==> src/rtl/spi_send_pkg.sv <==
// ---------------------------------------------------------------------------
// spi_send_pkg
// Shared types and helpers for spi_send_ctrl.
//   state_e    : controller FSM states (IDLE, OFFER, WAIT_DONE, GAP)
//   tmr_width  : width of the shared GAP / timeout down-counter, sized so it
//                can hold max(GAP_CYC, TMO_CYC)-1
// ---------------------------------------------------------------------------
package spi_send_pkg;

  typedef enum logic [1:0] {
    IDLE      = 2'd0,
    OFFER     = 2'd1,
    WAIT_DONE = 2'd2,
    GAP       = 2'd3
  } state_e;

  // The counter is loaded with (cycles-1) and counts down to zero, so
  // $clog2 of the larger cycle count is always enough bits.
  function automatic int tmr_width(input int gap_cyc, input int tmo_cyc);
    int m;
    m = (gap_cyc > tmo_cyc) ? gap_cyc : tmo_cyc;
    return (m < 2) ? 1 : $clog2(m);
  endfunction

endpackage

==> src/rtl/spi_send_ctrl.sv <==
// ---------------------------------------------------------------------------
// spi_send_ctrl
// Keeps a data counter driven by button pulses and, on request, hands a
// snapshot of it to an SPI master over a valid/ready handshake, waits for the
// master's done strobe (with timeout), then enforces an inter-frame gap.
//
// Optional feature macro: SPI_SEND_AUTO_INC_EN
//   defined   : a done strobe accepted in WAIT_DONE also bumps the counter
//   undefined : the counter only moves on next_count_i
//
// Ports
//   clk_100       in   system clock
//   a_rst_n       in   asynchronous reset, active low
//   s_rst         in   synchronous reset, active high (same effect)
//   next_count_i  in   pulse: increment data counter
//   start_send_i  in   pulse: request one SPI transfer
//   spi_valid_o   out  word on spi_data_o is offered to the master
//   spi_data_o    out  word to transmit, frozen while offered
//   spi_ready_i   in   master accepts the word
//   spi_done_i    in   pulse: master finished the frame
//   busy_o        out  controller not in IDLE
//   cnt_o         out  current data counter
//   drop_o        out  pulse: a start request was ignored because busy
//   tmo_o         out  pulse: WAIT_DONE timed out
// ---------------------------------------------------------------------------
module spi_send_ctrl
  import spi_send_pkg::*;
#(
  parameter int DATA_W  = 8,
  parameter int GAP_CYC = 16,
  parameter int TMO_CYC = 65535
) (
  input  logic              clk_100,
  input  logic              a_rst_n,
  input  logic              s_rst,
  input  logic              next_count_i,
  input  logic              start_send_i,
  output logic              spi_valid_o,
  output logic [DATA_W-1:0] spi_data_o,
  input  logic              spi_ready_i,
  input  logic              spi_done_i,
  output logic              busy_o,
  output logic [DATA_W-1:0] cnt_o,
  output logic              drop_o,
  output logic              tmo_o
);

  localparam int TMR_W = tmr_width(GAP_CYC, TMO_CYC);
  localparam logic [TMR_W-1:0] GAP_LOAD = TMR_W'(GAP_CYC - 1);
  localparam logic [TMR_W-1:0] TMO_LOAD = TMR_W'(TMO_CYC - 1);

  state_e            state_q, state_d;
  logic [DATA_W-1:0] cnt_q, cnt_d;
  logic [DATA_W-1:0] data_q, data_d;
  logic [TMR_W-1:0]  tmr_q, tmr_d;
  logic              drop_q, drop_d;
  logic              tmo_q, tmo_d;

  // Data counter: advances in every state.
`ifdef SPI_SEND_AUTO_INC_EN
  logic done_acc;
  assign done_acc = (state_q == WAIT_DONE) && spi_done_i;
  assign cnt_d    = cnt_q + DATA_W'(next_count_i) + DATA_W'(done_acc);
`else
  assign cnt_d    = cnt_q + DATA_W'(next_count_i);
`endif

  // FSM next state. One down-counter serves both WAIT_DONE (timeout) and GAP;
  // it is loaded with cycles-1 on entry so the state lasts exactly that many
  // cycles when it expires at zero.
  always_comb begin
    state_d = state_q;
    data_d  = data_q;
    tmr_d   = tmr_q;
    drop_d  = 1'b0;
    tmo_d   = 1'b0;
    case (state_q)
      IDLE: begin
        if (start_send_i) begin
          state_d = OFFER;
          data_d  = cnt_q;  // value before any same-cycle increment
        end
      end
      OFFER: begin
        if (spi_ready_i) begin
          state_d = WAIT_DONE;
          tmr_d   = TMO_LOAD;
        end
      end
      WAIT_DONE: begin
        // done has priority over a timeout expiring on the same cycle
        if (spi_done_i) begin
          state_d = GAP;
          tmr_d   = GAP_LOAD;
        end else if (tmr_q == '0) begin
          state_d = GAP;
          tmr_d   = GAP_LOAD;
          tmo_d   = 1'b1;
        end else begin
          tmr_d = tmr_q - 1'b1;
        end
      end
      GAP: begin
        if (tmr_q == '0) begin
          state_d = IDLE;
        end else begin
          tmr_d = tmr_q - 1'b1;
        end
      end
      default: state_d = IDLE;
    endcase
    if (start_send_i && (state_q != IDLE)) begin
      drop_d = 1'b1;
    end
  end

  always_ff @(posedge clk_100 or negedge a_rst_n) begin
    if (!a_rst_n) begin
      state_q <= IDLE;
      cnt_q   <= '0;
      data_q  <= '0;
      tmr_q   <= '0;
      drop_q  <= 1'b0;
      tmo_q   <= 1'b0;
    end else if (s_rst) begin
      state_q <= IDLE;
      cnt_q   <= '0;
      data_q  <= '0;
      tmr_q   <= '0;
      drop_q  <= 1'b0;
      tmo_q   <= 1'b0;
    end else begin
      state_q <= state_d;
      cnt_q   <= cnt_d;
      data_q  <= data_d;
      tmr_q   <= tmr_d;
      drop_q  <= drop_d;
      tmo_q   <= tmo_d;
    end
  end

  assign spi_valid_o = (state_q == OFFER);
  assign spi_data_o  = data_q;
  assign busy_o      = (state_q != IDLE);
  assign cnt_o       = cnt_q;
  assign drop_o      = drop_q;
  assign tmo_o       = tmo_q;

endmodule
==> config.mk <==
export PLATFORM = sky130hd
export DESIGN_NAME = spi_send_ctrl
export DESIGN_NICKNAME = d
export VERILOG_FILES = /design/src/rtl/spi_send_pkg.sv /design/src/rtl/spi_send_ctrl.sv
export SDC_FILE = /design/constraint.sdc
export NUM_CORES = 1
export LEC_CHECK = 0
export ABC_AREA = 1
export BUFFER_PORTS_ARGS = -buffer_cell sky130_fd_sc_hd__buf_2
export CAP_MARGIN = 20
export CORE_MARGIN = 4
export CORE_UTILIZATION = 35
export DETAILED_ROUTE_END_ITERATION = 10
export PLACE_DENSITY_LB_ADDON = 0.3
export SLEW_MARGIN = 10
export SYNTH_ARGS = -nofsm -noshare
export SYNTH_HDL_FRONTEND = slang
export SYNTH_SLANG_ARGS = --single-unit
==> constraint.sdc <==
create_clock -name clk_100 -period 2.2 [get_ports clk_100]
set_input_delay 0.44 -clock clk_100 [delete_from_list [all_inputs] [get_ports clk_100]]
set_output_delay 0.44 -clock clk_100 [all_outputs]
set_load 0.01 [all_outputs]
# --- After elaboration in Yosys (flattened, before gate mapping) ---
# Index checks and enable logic that the tools add are counted.
op_classes:
  n_mul: 0
  div_mod_pow: 0
  add_sub_neg: 2
  n_eq_ne: 8
  mux: 23
  n_lt_le_gt_ge: 0
  reduce_logical: 10
  bitwise: 0
  shift: 0
op_table:
  columns: ["cell", "count"]
  rows:
  - ["$mux W16", 5]
  - ["$pmux W16 S3", 1]
  - ["$mux W8", 4]
  - ["$logic_not A16 Y1", 1]
  - ["$sub A16 B1 Y16 const B", 1]
  - ["$mux W2", 6]
  - ["$ne A3 B3 Y1 const B", 3]
  - ["$add A8 B1 Y8", 1]
  - ["$pmux W2 S4", 1]
  - ["$mux W1", 6]
  - ["$reduce_bool A2 Y1", 3]
  - ["$eq A2 B2 Y1 const B", 2]
  - ["$ne A4 B4 Y1 const B", 1]
  - ["$reduce_and A4 Y1", 1]
  - ["$reduce_bool A4 Y1", 1]
  - ["$ne A3 B2 Y1 const B", 1]
  - ["$reduce_and A3 Y1", 1]
  - ["$eq A2 B1 Y1 const B", 1]
  - ["$logic_not A2 Y1", 1]
  - ["$reduce_and A2 Y1", 1]
  - ["$logic_and A1 B1 Y1", 1]
word_totals:
  mem_count: 0
  romBits: 0
  ff_bits: 36
  mem_bits_rw: 0
  inputBits: 7
  elab_cells: 49
  out_inout_bits: 20
  latchBits: 0

# --- Longest topological paths before layout ---
# Gate-level depths: netlist (run 1).
depth:
  ltp_word: 5
  depth_mapped: 12
  ltp_nobuf: 12

# --- Least setup slack after synthesis (run 1) ---
# OpenSTA, ideal clock, no wires.
synth_timing:
  path_type: "register to register"
  start: "reg tmr_q[0]"
  end: "reg tmr_q[14]"
  n_path_buf: 1
  stages_incl_launch_ff: 13
  slack_ns: 0.664
  t_required_ns: 2.084
  setup_ns: 0.116
  t_arrival_ns: 1.419
  synth_period_minus_slack_ns: 1.536
  path_cell_list: "dfrtp_1 > inv_1 > ha_1 > nand3_2 > nor2_2 > nand2_2 > nand2_4 > nand2_4 > buf_6 > nand2_1 > nand2_1 > nand2_1 > nand2_1"
synth_between:
  elab_chain_len: 5
  word_cells_on_any_way: 9
  cone_classes: "add/sub: 1; eq/ne: 1; mux: 5; reduce/logical: 2"
synth_lines:
  columns: ["item", "line", "source"]
  rows:
  - ["start: declaration", "spi_send_ctrl.sv:55", "logic [TMR_W-1:0] tmr_q, tmr_d;"]
  - ["start signal: assignment", "spi_send_ctrl.sv:136", "tmr_q <= tmr_d;"]
  - ["$sub A16 B1 Y16 / $logic_not A16 Y1 (equally long branches)", null, null]
  - ["$mux W16", "spi_send_ctrl.sv:95", "end else if (tmr_q == '0) begin"]
  - ["$mux W16", "spi_send_ctrl.sv:92", "if (spi_done_i) begin"]
  - ["$pmux W16 S3", "spi_send_ctrl.sv:77", "case (state_q)"]
  - ["$mux W16", "spi_send_ctrl.sv:125", "end else if (s_rst) begin"]
# Several ways; a longest one is shown, not always the timed one. The select of a mux whose other input is x is not followed.
# A chain may end at the register's enable or synchronous reset.

# --- Worst setup path in the final report (run 1) ---
layout_timing:
  start: "reg state_q[1]"
  end: "reg data_q[0], in the netlist spi_data_o[0]"
layout_between:
  elab_chain_len: 3
layout_lines:
  columns: ["item", "line", "source"]
  rows:
  - ["start: declaration", "spi_send_ctrl.sv:52", "state_e state_q, state_d;"]
  - ["start signal: assignment", "spi_send_ctrl.sv:133", "state_q <= state_d;"]
  - ["$logic_not A2 Y1", "spi_send_ctrl.sv:77", null]
  - ["$reduce_bool A2 Y1 (no source line)", null, null]
  - ["$reduce_and A2 Y1 (no source line)", null, null]
  - ["end signal: assignment", "spi_send_ctrl.sv:135", "data_q <= data_d;"]
  - ["end: declaration", "spi_send_ctrl.sv:54", "logic [DATA_W-1:0] data_q, data_d;"]
# Every way passes these cells.

==> results of run 1 <==
[layout by cell type, fill, tap and decap left out, types with 3 or more instances in the layout]
| cell type | instances |
|---|---|
| a21oi_1 | 8 |
| buf_2 | 26 |
| clkbuf_8 | 6 |
| dfrtp_1 | 36 |
| ha_1 | 8 |
| inv_1 | 37 |
| inv_2 | 3 |
| nand2_1 | 111 |
| nand3_1 | 22 |
| nor2_1 | 28 |
| nor2_2 | 4 |
| nor3_1 | 4 |
| o21ai_0 | 15 |
| xor2_1 | 6 |
[layout make-up]
class	count	area (um2)	area share
inverter	40	150	0.0612
tap	75	93.8	0.0382
clock buffer	7	86.3	0.0352
clock inverter	1	7.51	0.00306
timing repair buffer	26	130	0.0530
multi-input combinational	222	1090	0.442
sequential	36	901	0.367
[state kept, by name, indices dropped and copies added, names as in the netlist]
signal / flops
tmr_q: 16
cnt_o: 8
spi_data_o: 8
state_q: 2
drop_o: 1
tmo_o: 1
[synth_stat cells, drive strengths merged]
library cell	count	area, um2
a32oi	1	8.76
inv	40	150
buf	6	53.8
nor3	4	20.0
and3	1	6.26
dfrtp	36	901
o21ai	16	80.1
a22oi	1	7.51
nand4	2	12.5
nand3	25	148
nand2	115	452
nor2	34	153
clkbuf	1	3.75
a21oi	8	40.0
ha	8	100
nor4	1	6.26
xor2	6	52.6
[final timing paths]
check	startpoint	endpoint	slack, ns	cells past startpoint
hold reg to reg	tmr_q[0]	tmr_q[0]	0.50	2
max in group asynchronous	a_rst_n	tmr_q[14]	1.44	1
setup reg to reg	state_q[1]	spi_data_o[0]	0.28	6
hold / removal	a_rst_n	drop_o	0.24	1
min in group clk_100	start_send_i	drop_o	0.42	3
setup / recovery	state_q[1]	spi_data_o[0]	0.28	6
[report_power, final]
part,internal [W],switching (W),total (W)
sequential,0.000850,0.000214,0.00106
combinational,0.000454,0.000889,0.00134
clock,0.000255,0.000253,0.000508
total,0.00156,0.00136,0.00291
[routing by layer]
layer,routed length [um],up-vias
met5,0,-
li1,-,995
met3,182,8
met4,103,0
met1,2380,886
met2,2290,29
[cells by family (layout without fill, tap and decap cells)]
group                      count (synthesis)  after routing  synth area share
xor gates and xnor gates                   6              6            0.0239
AOI/OAI and AO/OA                         26             26            0.0621
buffers and inverters                     47             74            0.0946
and+or+nand+nor                          182            182             0.363
adders and majority gates                  8              8            0.0456
DFF                                       36             36             0.410
[stage by stage]
stage	cells	total power (W)	util
floorplan	305	0.00214	-
global placement	399	0.00239	0.394
detailed placement	399	0.00242	0.394
CTS	407	0.00295	0.410
global route	407	0.00323	0.410
finish	407	0.00291	0.410
==> reports/metrics.yaml, run 1 <==
final_layout:
  nets: 346
  drive_above_1_share: 0.148
  fin_area_mm2: 0.00245
  fill_cells: 605
  syn_to_final_growth_pct: 11.9
  num_antenna_cells: 0
floorplanning:
  rows: 28
  ios: 27
  core-area_mm2: 0.00599
  dieArea_mm2: 0.00760
  floorplan.initialDensity: 0.366
  die_height_um: 87.2
  chipWidth_um: 87.2
run_status:
  outcome: "complete, no violations"
clocking:
  insertion_delay_ns: 0.29
  cts_tree: "built"
  post_cts_buffers: 0
  cts_buffers: 5
  clockBufferDepth: 2
  cts_resized: 0
  htree_levels: 2
  holdBufCountCts: 0
  clock-sinks: 36
  path_clk_slew_ns: 0.07
  root_buffer: "clkbuf_8"
timing:
  period_needed_ns: 1.92
  setup-tns-final_ns: 0
  clock_skew_ns: 0.00682
  max_slew_margin: 0.376
  setup_viol: 0
  post-route-worst-setup-slack_ns: 0.280
  period_share: 0.873
  report.final.slew_viol_count: 0
  timing.final.hold_violations: 0
  worst_hold_slack_ns: 0.241
  tightest_slew_ns: 0.930
  rsz0062_at_grt: "false"
  fmax_mhz: 521
detailed_routing:
  vias: 1918
  finalWirelength_um: 4950
  ant_nets: 0
  first_iter_violations: 148
  wl_per_cell_um: 12.2
  routed_via_density: 4.71
  drcViolationCount: 0
  firstDrtPassIters: 4
grt:
  met1_usage: 0.191
  top_usage_layer: "met2"
  grt_use_total: 0.146
  met3_usage: 0.0341
  grt_max_degree: 37
  overflow: 0
  grt_first_pass_wirelength_um: 8760
  first_global_vias: 1914
  use_met2: 0.231
  antenna_found_initial: 0
synthesis:
  syn_area_mm2: 0.00219
  synth.avg_cell_area_um2: 7.20
  synth_cell_types: 27
  ys_warn_count: 0
  synth_nets: 320
  yosysSeqAreaShare: 0.410
  syn_inst: 305
  synth-seq-cells: 36
place:
  place_hpwl_um: 3520
  place_area_mm2: 0.00236
  io_buffers: 26
  routabilityCongestion: 0.825
  pre_cts_slack_ns: 0.239
critical_path:
  crit_fanout: 16
  cp.arrival_ns: 2.12
  crit_buf_inv: 2
  critPathSlowestCell: "o21ai_1"
  path_cells: "inv_1 -> ha_1 -> inv_1 -> o21ai_1 -> nand3_1 -> o21ai_0"
  required_ns: 2.40
  crit_type: "register to register"
  endpoint_kind: "register"
  crit_family: "compound AO/OA/AOI/OAI gates"
  crit_path_start_kind: "register"
  max_stage_delay_ns: 0.73
  cp_common_cell: "inv_1"
hold_path:
  hp-class: "input port to async pin"
power:
  ir_drop_mv: 0.601
  power_density_mw_per_mm2: 1190
  leakagePower_nw: 1.31
flow_run:
  cap_violations: 0
(Power assumes the default switching activity.)
==> inputs of run 2 (changes only) <==
--- a/config.mk
+++ b/config.mk
@@ -11,7 +11,8 @@
 export CORE_MARGIN = 4
 export CORE_UTILIZATION = 35
 export DETAILED_ROUTE_END_ITERATION = 10
-export PLACE_DENSITY_LB_ADDON = 0.3
+export PLACE_DENSITY = 0.56
+export REMOVE_ABC_BUFFERS = 1
 export SLEW_MARGIN = 10
 export SYNTH_ARGS = -nofsm -noshare
 export SYNTH_HDL_FRONTEND = slang
==> run 2 against run 1 <==
Effect of this change:
- via count shrank 1.8%
- critical path type unchanged
- total power shrank 1.2%
- largest power group unchanged
- routed wire length shrank 5.8%
- count of clock-buffer cells in the layout shrank 2
==> reports/metrics.yaml, run 2 (synthesized netlist as in run 1, its figures left out) <==
run_status:
  outcome: "complete, no violations"
power:
  p_clk_frac: 0.167  # -0.007
  combPwrFrac: 0.464  # +0.003
  p_total_w: 0.00288  # -1.2%
  p_sw_w: 0.00135  # -0.36%
  p_int_w: 0.00153  # -2.0%
  leakagePower_nw: 1.32  # +0.98%
  power_density_mw_per_mm2: 1170  # -1.6%
  p_sw_frac: 0.469  # +0.00408
  power_frac_seq: 0.369  # +0.004
  ir_drop_mv: 0.479  # -20%
final_layout:
  fin_area_mm2: 0.00246  # +0.36%
  syn_to_final_growth_pct: 12.3
  layout_common_cells: "nand2_1, inv_1, dfrtp_1"
  drive_above_1_share: 0.156  # +0.00810
  num_antenna_cells: 0  # unchanged
  regMostFlops: "tmr_q"
  nets: 348  # +0.58%
  final_common_cell: "nand2_1"
  fill_cells: 632  # +4.5%
  largest_reg_flops: 16  # unchanged
clocking:
  cts_resized: 0  # unchanged
  post_cts_buffers: 0  # unchanged
  cts_tree: "built"
  insertion_delay_ns: 0.29  # about the same
  clockBufferDepth: 2  # unchanged
  path_clk_slew_ns: 0.08  # about the same
  cts_buffers: 5  # unchanged
  htree_levels: 2  # unchanged
  root_buffer: "clkbuf_8"
  holdBufCountCts: 0  # unchanged
  clock-sinks: 36  # unchanged
grt:
  overflow: 0  # unchanged
  antenna_found_initial: 0  # unchanged
  first_global_vias: 1751  # -8.5%
  grt_max_degree: 37  # unchanged
  grt_first_pass_wirelength_um: 8310  # -5.1%
  grt_use_total: 0.138  # -0.00796
timing:
  rsz0062_at_grt: "false"
  report.final.slew_viol_count: 0  # unchanged
  setup-tns-final_ns: 0  # unchanged
  tightest_slew_ns: 0.807  # -0.123 ns
  fmax_mhz: 542  # +4.1%
  max_slew_margin: 0.462  # +0.0861
  setup_viol: 0  # unchanged
  timing.final.hold_violations: 0  # unchanged
  clock_skew_ns: 0.00938  # +0.00256 ns
  period_share: 0.838  # -0.0345
  period_needed_ns: 1.84  # -0.0760 ns
floorplanning:
  ios: 27  # unchanged
  floorplan.initialDensity: 0.366  # unchanged
  chipWidth_um: 87.2  # unchanged
  rows: 28  # unchanged
  die_height_um: 87.2  # unchanged
  core-area_mm2: 0.00599  # unchanged
  dieArea_mm2: 0.00760  # unchanged
critical_path:
  rr_endpoint: "tmr_q[2]"
  r2r_cells: 8  # +2
  endpoint_kind: "register"
  r2r_start: "state_q[0]"
  crit_type: "register to register"
  r2r_slack_ns: 0.36  # +0.08 ns
  crit_path_start_kind: "register"
  cp.arrival_ns: 2.08  # -0.04 ns
  required_ns: 2.44  # +0.04 ns
  crit_fanout: 17  # +1
place:
  io_buffers: 26  # unchanged
  place_area_mm2: 0.00238  # +0.64%
  place_hpwl_um: 3380  # -3.9%
  routabilityCongestion: 0.775  # -6.1%
hold_path:
  hp-class: "input port to async pin"
detailed_routing:
  routed_via_density: 4.61  # -2.3%
  first_iter_violations: 146  # -1.4%
  wl_per_cell_um: 11.4  # -6.2%
  firstDrtPassIters: 4  # unchanged
  vias: 1884  # -1.8%
  finalWirelength_um: 4670  # -5.8%
  ant_nets: 0  # unchanged
  drcViolationCount: 0  # unchanged
flow_run:
  cap_violations: 0  # unchanged
## run 2: cell count changes in the layout (fill, tap and decap cells not counted), sizes merged
cell / change
clkinvlp: -1
buf: +2
clkinv: +3
clkbuf: -2
## run 2: critical path, cell delays in order (launching register included)
cell,delay [ns]
dfrtp_1,0.42
inv_1,0.11
ha_1,0.21
nor2_1,0.09
nand3_1,0.12
nand3_4,0.22
nor2_4,0.37
o21ai_0,0.17
nand2_1,0.09
## run 2: stage by stage
stage	utilization	worst slack [ns]	instances	hold WS, ns
floorplan	-	0.607	298	0.144
global placement	0.397	0.430	401	0.488
detailed placement	0.397	0.329	401	0.486
CTS	0.411	0.330	409	0.264
global route	0.411	0.145	409	0.307
finish	0.411	0.356	409	0.232
## run 2: how the worst max path moves through the flow
stage,startpoint,end,cells past startpoint
final,state_q[0],tmr_q[2],8
after global routing,state_q[0],tmr_q[2],8
after CTS,state_q[0],tmr_q[2],8
after detailed placement,state_q[0],tmr_q[2],8
after global placement,state_q[0],tmr_q[2],8
after floorplan,state_q[0],spi_data_o[0],6
## run 2: area by class of cell
type	instances	area, um2	area share
Tap cell	75	93.8	0.0381
Multi-Input combinational cell	222	1090	0.441
Sequential cell	36	901	0.366
Timing Repair Buffer	28	145	0.0589
Clock buffer	5	68.8	0.0279
Clock inverter	3	18.8	0.00762
Inverter	40	150	0.0609
## run 2: routing by layer
metal	vias up	part of all wire	global-route usage
met5	-	0	0
met4	0	0.020	0.0544
met1	852	0.51	0.191
met2	24	0.45	0.210
met3	8	0.026	0.0293
li1	1000	-	-
## run 2: power groups by stage
stage | sequential (W) | clock (W) | combinational, W
after floorplan | 0.00103 | 0 | 0.00104
after global placement | 0.00108 | 0 | 0.00134
after detailed placement | 0.00107 | 0 | 0.00135
after CTS | 0.00106 | 0.000500 | 0.00135
after global routing | 0.00110 | 0.000527 | 0.00155
final | 0.00106 | 0.000480 | 0.00134
==> inputs of run 3 (changes only) <==
--- a/config.mk
+++ b/config.mk
@@ -11,7 +11,7 @@
 export CORE_MARGIN = 4
 export CORE_UTILIZATION = 35
 export DETAILED_ROUTE_END_ITERATION = 10
-export PLACE_DENSITY = 0.56
+export PLACE_DENSITY = 0.58
 export REMOVE_ABC_BUFFERS = 1
 export SLEW_MARGIN = 10
 export SYNTH_ARGS = -nofsm -noshare
==> constraint.sdc (replaced) <==
create_clock -name clk_100 -period 1.5 [get_ports clk_100]
set_input_delay 0.3 -clock clk_100 [delete_from_list [all_inputs] [get_ports clk_100]]
set_output_delay 0.3 -clock clk_100 [all_outputs]
set_load 0.01 [all_outputs]
==> run 3 against run 2 <==
Effect of this change:
- the run now ends with negative setup slack left
- register-to-register slack got worse by 0.35 ns
- final area increased by 24%
- clock skew decreased by 0.0058 ns
- cell count up 11%
- setup slack got worse by 0.40 ns
- critical endpoint is now busy_o
==> reports/metrics.yaml, run 3 (synthesized netlist as in run 1, its figures left out) <==
detailed_routing:
  drcViolationCount: 0  # unchanged
  ant_nets: 0  # unchanged
  wl_per_cell_um: 12.1  # +6.1%
  first_iter_violations: 113  # -23%
  firstDrtPassIters: 4  # unchanged
  finalWirelength_um: 5510  # +18%
  vias: 2095  # +11%
  routed_via_density: 4.60  # about the same
clocking:
  cts_buffers: 5  # unchanged
  insertion_delay_ns: 0.30  # about the same
  clockBufferDepth: 2  # unchanged
  htree_levels: 2  # unchanged
  cts_tree: "built"
  clock-sinks: 36  # unchanged
  root_buffer: "clkbuf_8"
  path_clk_slew_ns: 0.08  # about the same
timing:
  worst_hold_slack_ns: 0.263  # +0.0306 ns
  period_needed_ns: 1.54
  rsz0062_at_grt: "true"
  fmax_mhz: 648
  clock_skew_ns: 0.00359  # -0.00578 ns
  setup_viol: 1  # +1
  report.final.slew_viol_count: 0  # unchanged
  post-route-worst-setup-slack_ns: -0.0436  # -0.399 ns
  timing.final.hold_violations: 0  # unchanged
  tightest_slew_ns: 0.401  # -0.406 ns
  max_slew_margin: 0.733  # +0.270
  period_share: 1.03
  setup-tns-final_ns: -0.0436  # -0.0436 ns
floorplanning:
  core-area_mm2: 0.00599  # unchanged
  ios: 27  # unchanged
  dieArea_mm2: 0.00760  # unchanged
  rows: 28  # unchanged
  die_height_um: 87.2  # unchanged
  chipWidth_um: 87.2  # unchanged
  floorplan.initialDensity: 0.366  # unchanged
run_status:
  outcome: "finished with violations"
  violations: "negative setup slack"
critical_path:
  max_stage_delay_ns: 0.43  # about the same
  required_ns: 1.20  # -1.24 ns
  endpoint_kind: "output port"
  cp_common_cell: "inv_2"
  path_cells: "inv_2 -> buf_4 -> ha_4 -> inv_2 -> buf_6"
  crit_type: "register to output port"
  crit_fanout: 4  # -13
  critPathSlowestCell: "dfrtp_2"
  crit_path_start_kind: "register"
  cp.arrival_ns: 1.24  # -0.84 ns
place:
  pre_cts_slack_ns: -0.113  # -0.442 ns
  place_hpwl_um: 3800  # +12%
  dp.cells: 436  # +8.7%
  routabilityCongestion: 0.841  # +8.5%
  io_buffers: 26  # unchanged
final_layout:
  drive_above_1_share: 0.347  # +0.192
  syn_to_final_growth_pct: 38.8
  layout_common_cells: "nand2_1, buf_4, dfrtp_1"
  nets: 394  # +13%
  fin_cells: 455  # +11%
  num_antenna_cells: 0  # unchanged
  final_common_cell: "nand2_1"
  regMostFlops: "tmr_q"
  largest_reg_flops: 16  # unchanged
flow_run:
  cap_violations: 0  # unchanged
power:
  power_frac_seq: 0.278  # -0.091
  p_sw_w: 0.00243  # +80%
  p_int_w: 0.00311  # +100%
  power_density_mw_per_mm2: 1820  # +56%
  leakagePower_nw: 1.59  # +21%
  p_clk_frac: 0.134  # -0.033
  ir_drop_mv: 1.10  # +130%
  p_total_w: 0.00554  # +93%
  combPwrFrac: 0.589  # +0.125
  p_sw_frac: 0.439  # -0.0305
grt:
  grt_use_total: 0.153  # +0.0156
  grt_max_degree: 23  # -38%
  first_global_vias: 2001  # +14%
  antenna_found_initial: 0  # unchanged
  overflow: 0  # unchanged
  grt_first_pass_wirelength_um: 9150  # +10%
hold_path:
  hp-class: "input port to register"
==> run 3: cell count changes in the layout (fill, tap and decap cells not counted), moves of 5 or more <==
cell     change
nor2_1      -11
inv_1        -6
o21ai_0      -5
inv_2        +6
ha_1         -5
buf_4       +40
nor2_2       +5
nor2_4       +6
==> run 3: per-layer routing <==
layer | wire length (um) | vias to the layer above | GRT usage | share of wire
li1 | - | 1104 | - | -
met4 | 75 | 0 | 0.0628 | 0.014
met1 | 2710 | 961 | 0.205 | 0.49
met5 | 0 | - | 0 | 0
met3 | 138 | 5 | 0.0255 | 0.025
met2 | 2580 | 25 | 0.246 | 0.47
==> run 3: worst paths after layout <==
kind | start | to | slack [ns] | cells past startpoint
setup / recovery | state_q[0] | busy_o | -0.04 | 5
hold / removal | start_send_i | drop_o | 0.26 | 3
setup reg to reg | state_q[1] | tmr_q[14] | 0.01 | 10
hold reg to reg | tmr_q[12] | tmr_q[12] | 0.52 | 2
max in group asynchronous | a_rst_n | tmr_q[7] | 0.57 | 3
min in group asynchronous | a_rst_n | spi_data_o[0] | 0.47 | 2
==> run 3: cell type report <==
class                   instances  area [um2]
multi-input cells             223        1290
clock inverters                 2        10.0
repair buffers                 73         515
inverters                      40         150
flip-flops and latches         36         905
clock buffers                   6        82.6
well taps                      75        93.8
fillers                       584        2940
==> run 3: power by group through the flow <==
stage	logic, W	registers, W	clock network [W]
6_report	0.00326	0.00154	0.000740
4_1_cts	0.00290	0.00149	0.000760
3_5_place_dp	0.00269	0.00150	0
3_3_place_gp	0.00264	0.00149	0
2_1_floorplan	0.00152	0.00151	0
5_1_grt	0.00365	0.00158	0.000809
==> run 3: repair_timing <==
| action | CTS | global route |
|---|---|---|
| hold buffers | 1 | 0 |
| setup endpoints to repair | 21 | 29 |
| endpoints found under the hold margin | 14 | 0 |
| pin swaps | 4 | 11 |
| buffers inserted | 3 | 6 |
| gates cloned | 0 | 1 |
| gates resized for setup | 17 | 43 |
==> run 3: metrics by stage <==
| step | cell area [um2] | utilization |
|---|---|---|
| 3_5_place_dp | 2650 | 0.443 |
| 3_3_place_gp | 2650 | 0.443 |
| 5_1_grt | 3050 | 0.509 |
| 4_1_cts | 2840 | 0.473 |
| 6_report | 3050 | 0.509 |
| 2_1_floorplan | 2140 | - |
==> run 3: worst max-delay path: cells and delay by family (launching register included) <==
kind | cells | cell delay [ns]
flops | 1 | 0.43
buf+inv | 4 | 0.35
fa+ha+maj | 1 | 0.16
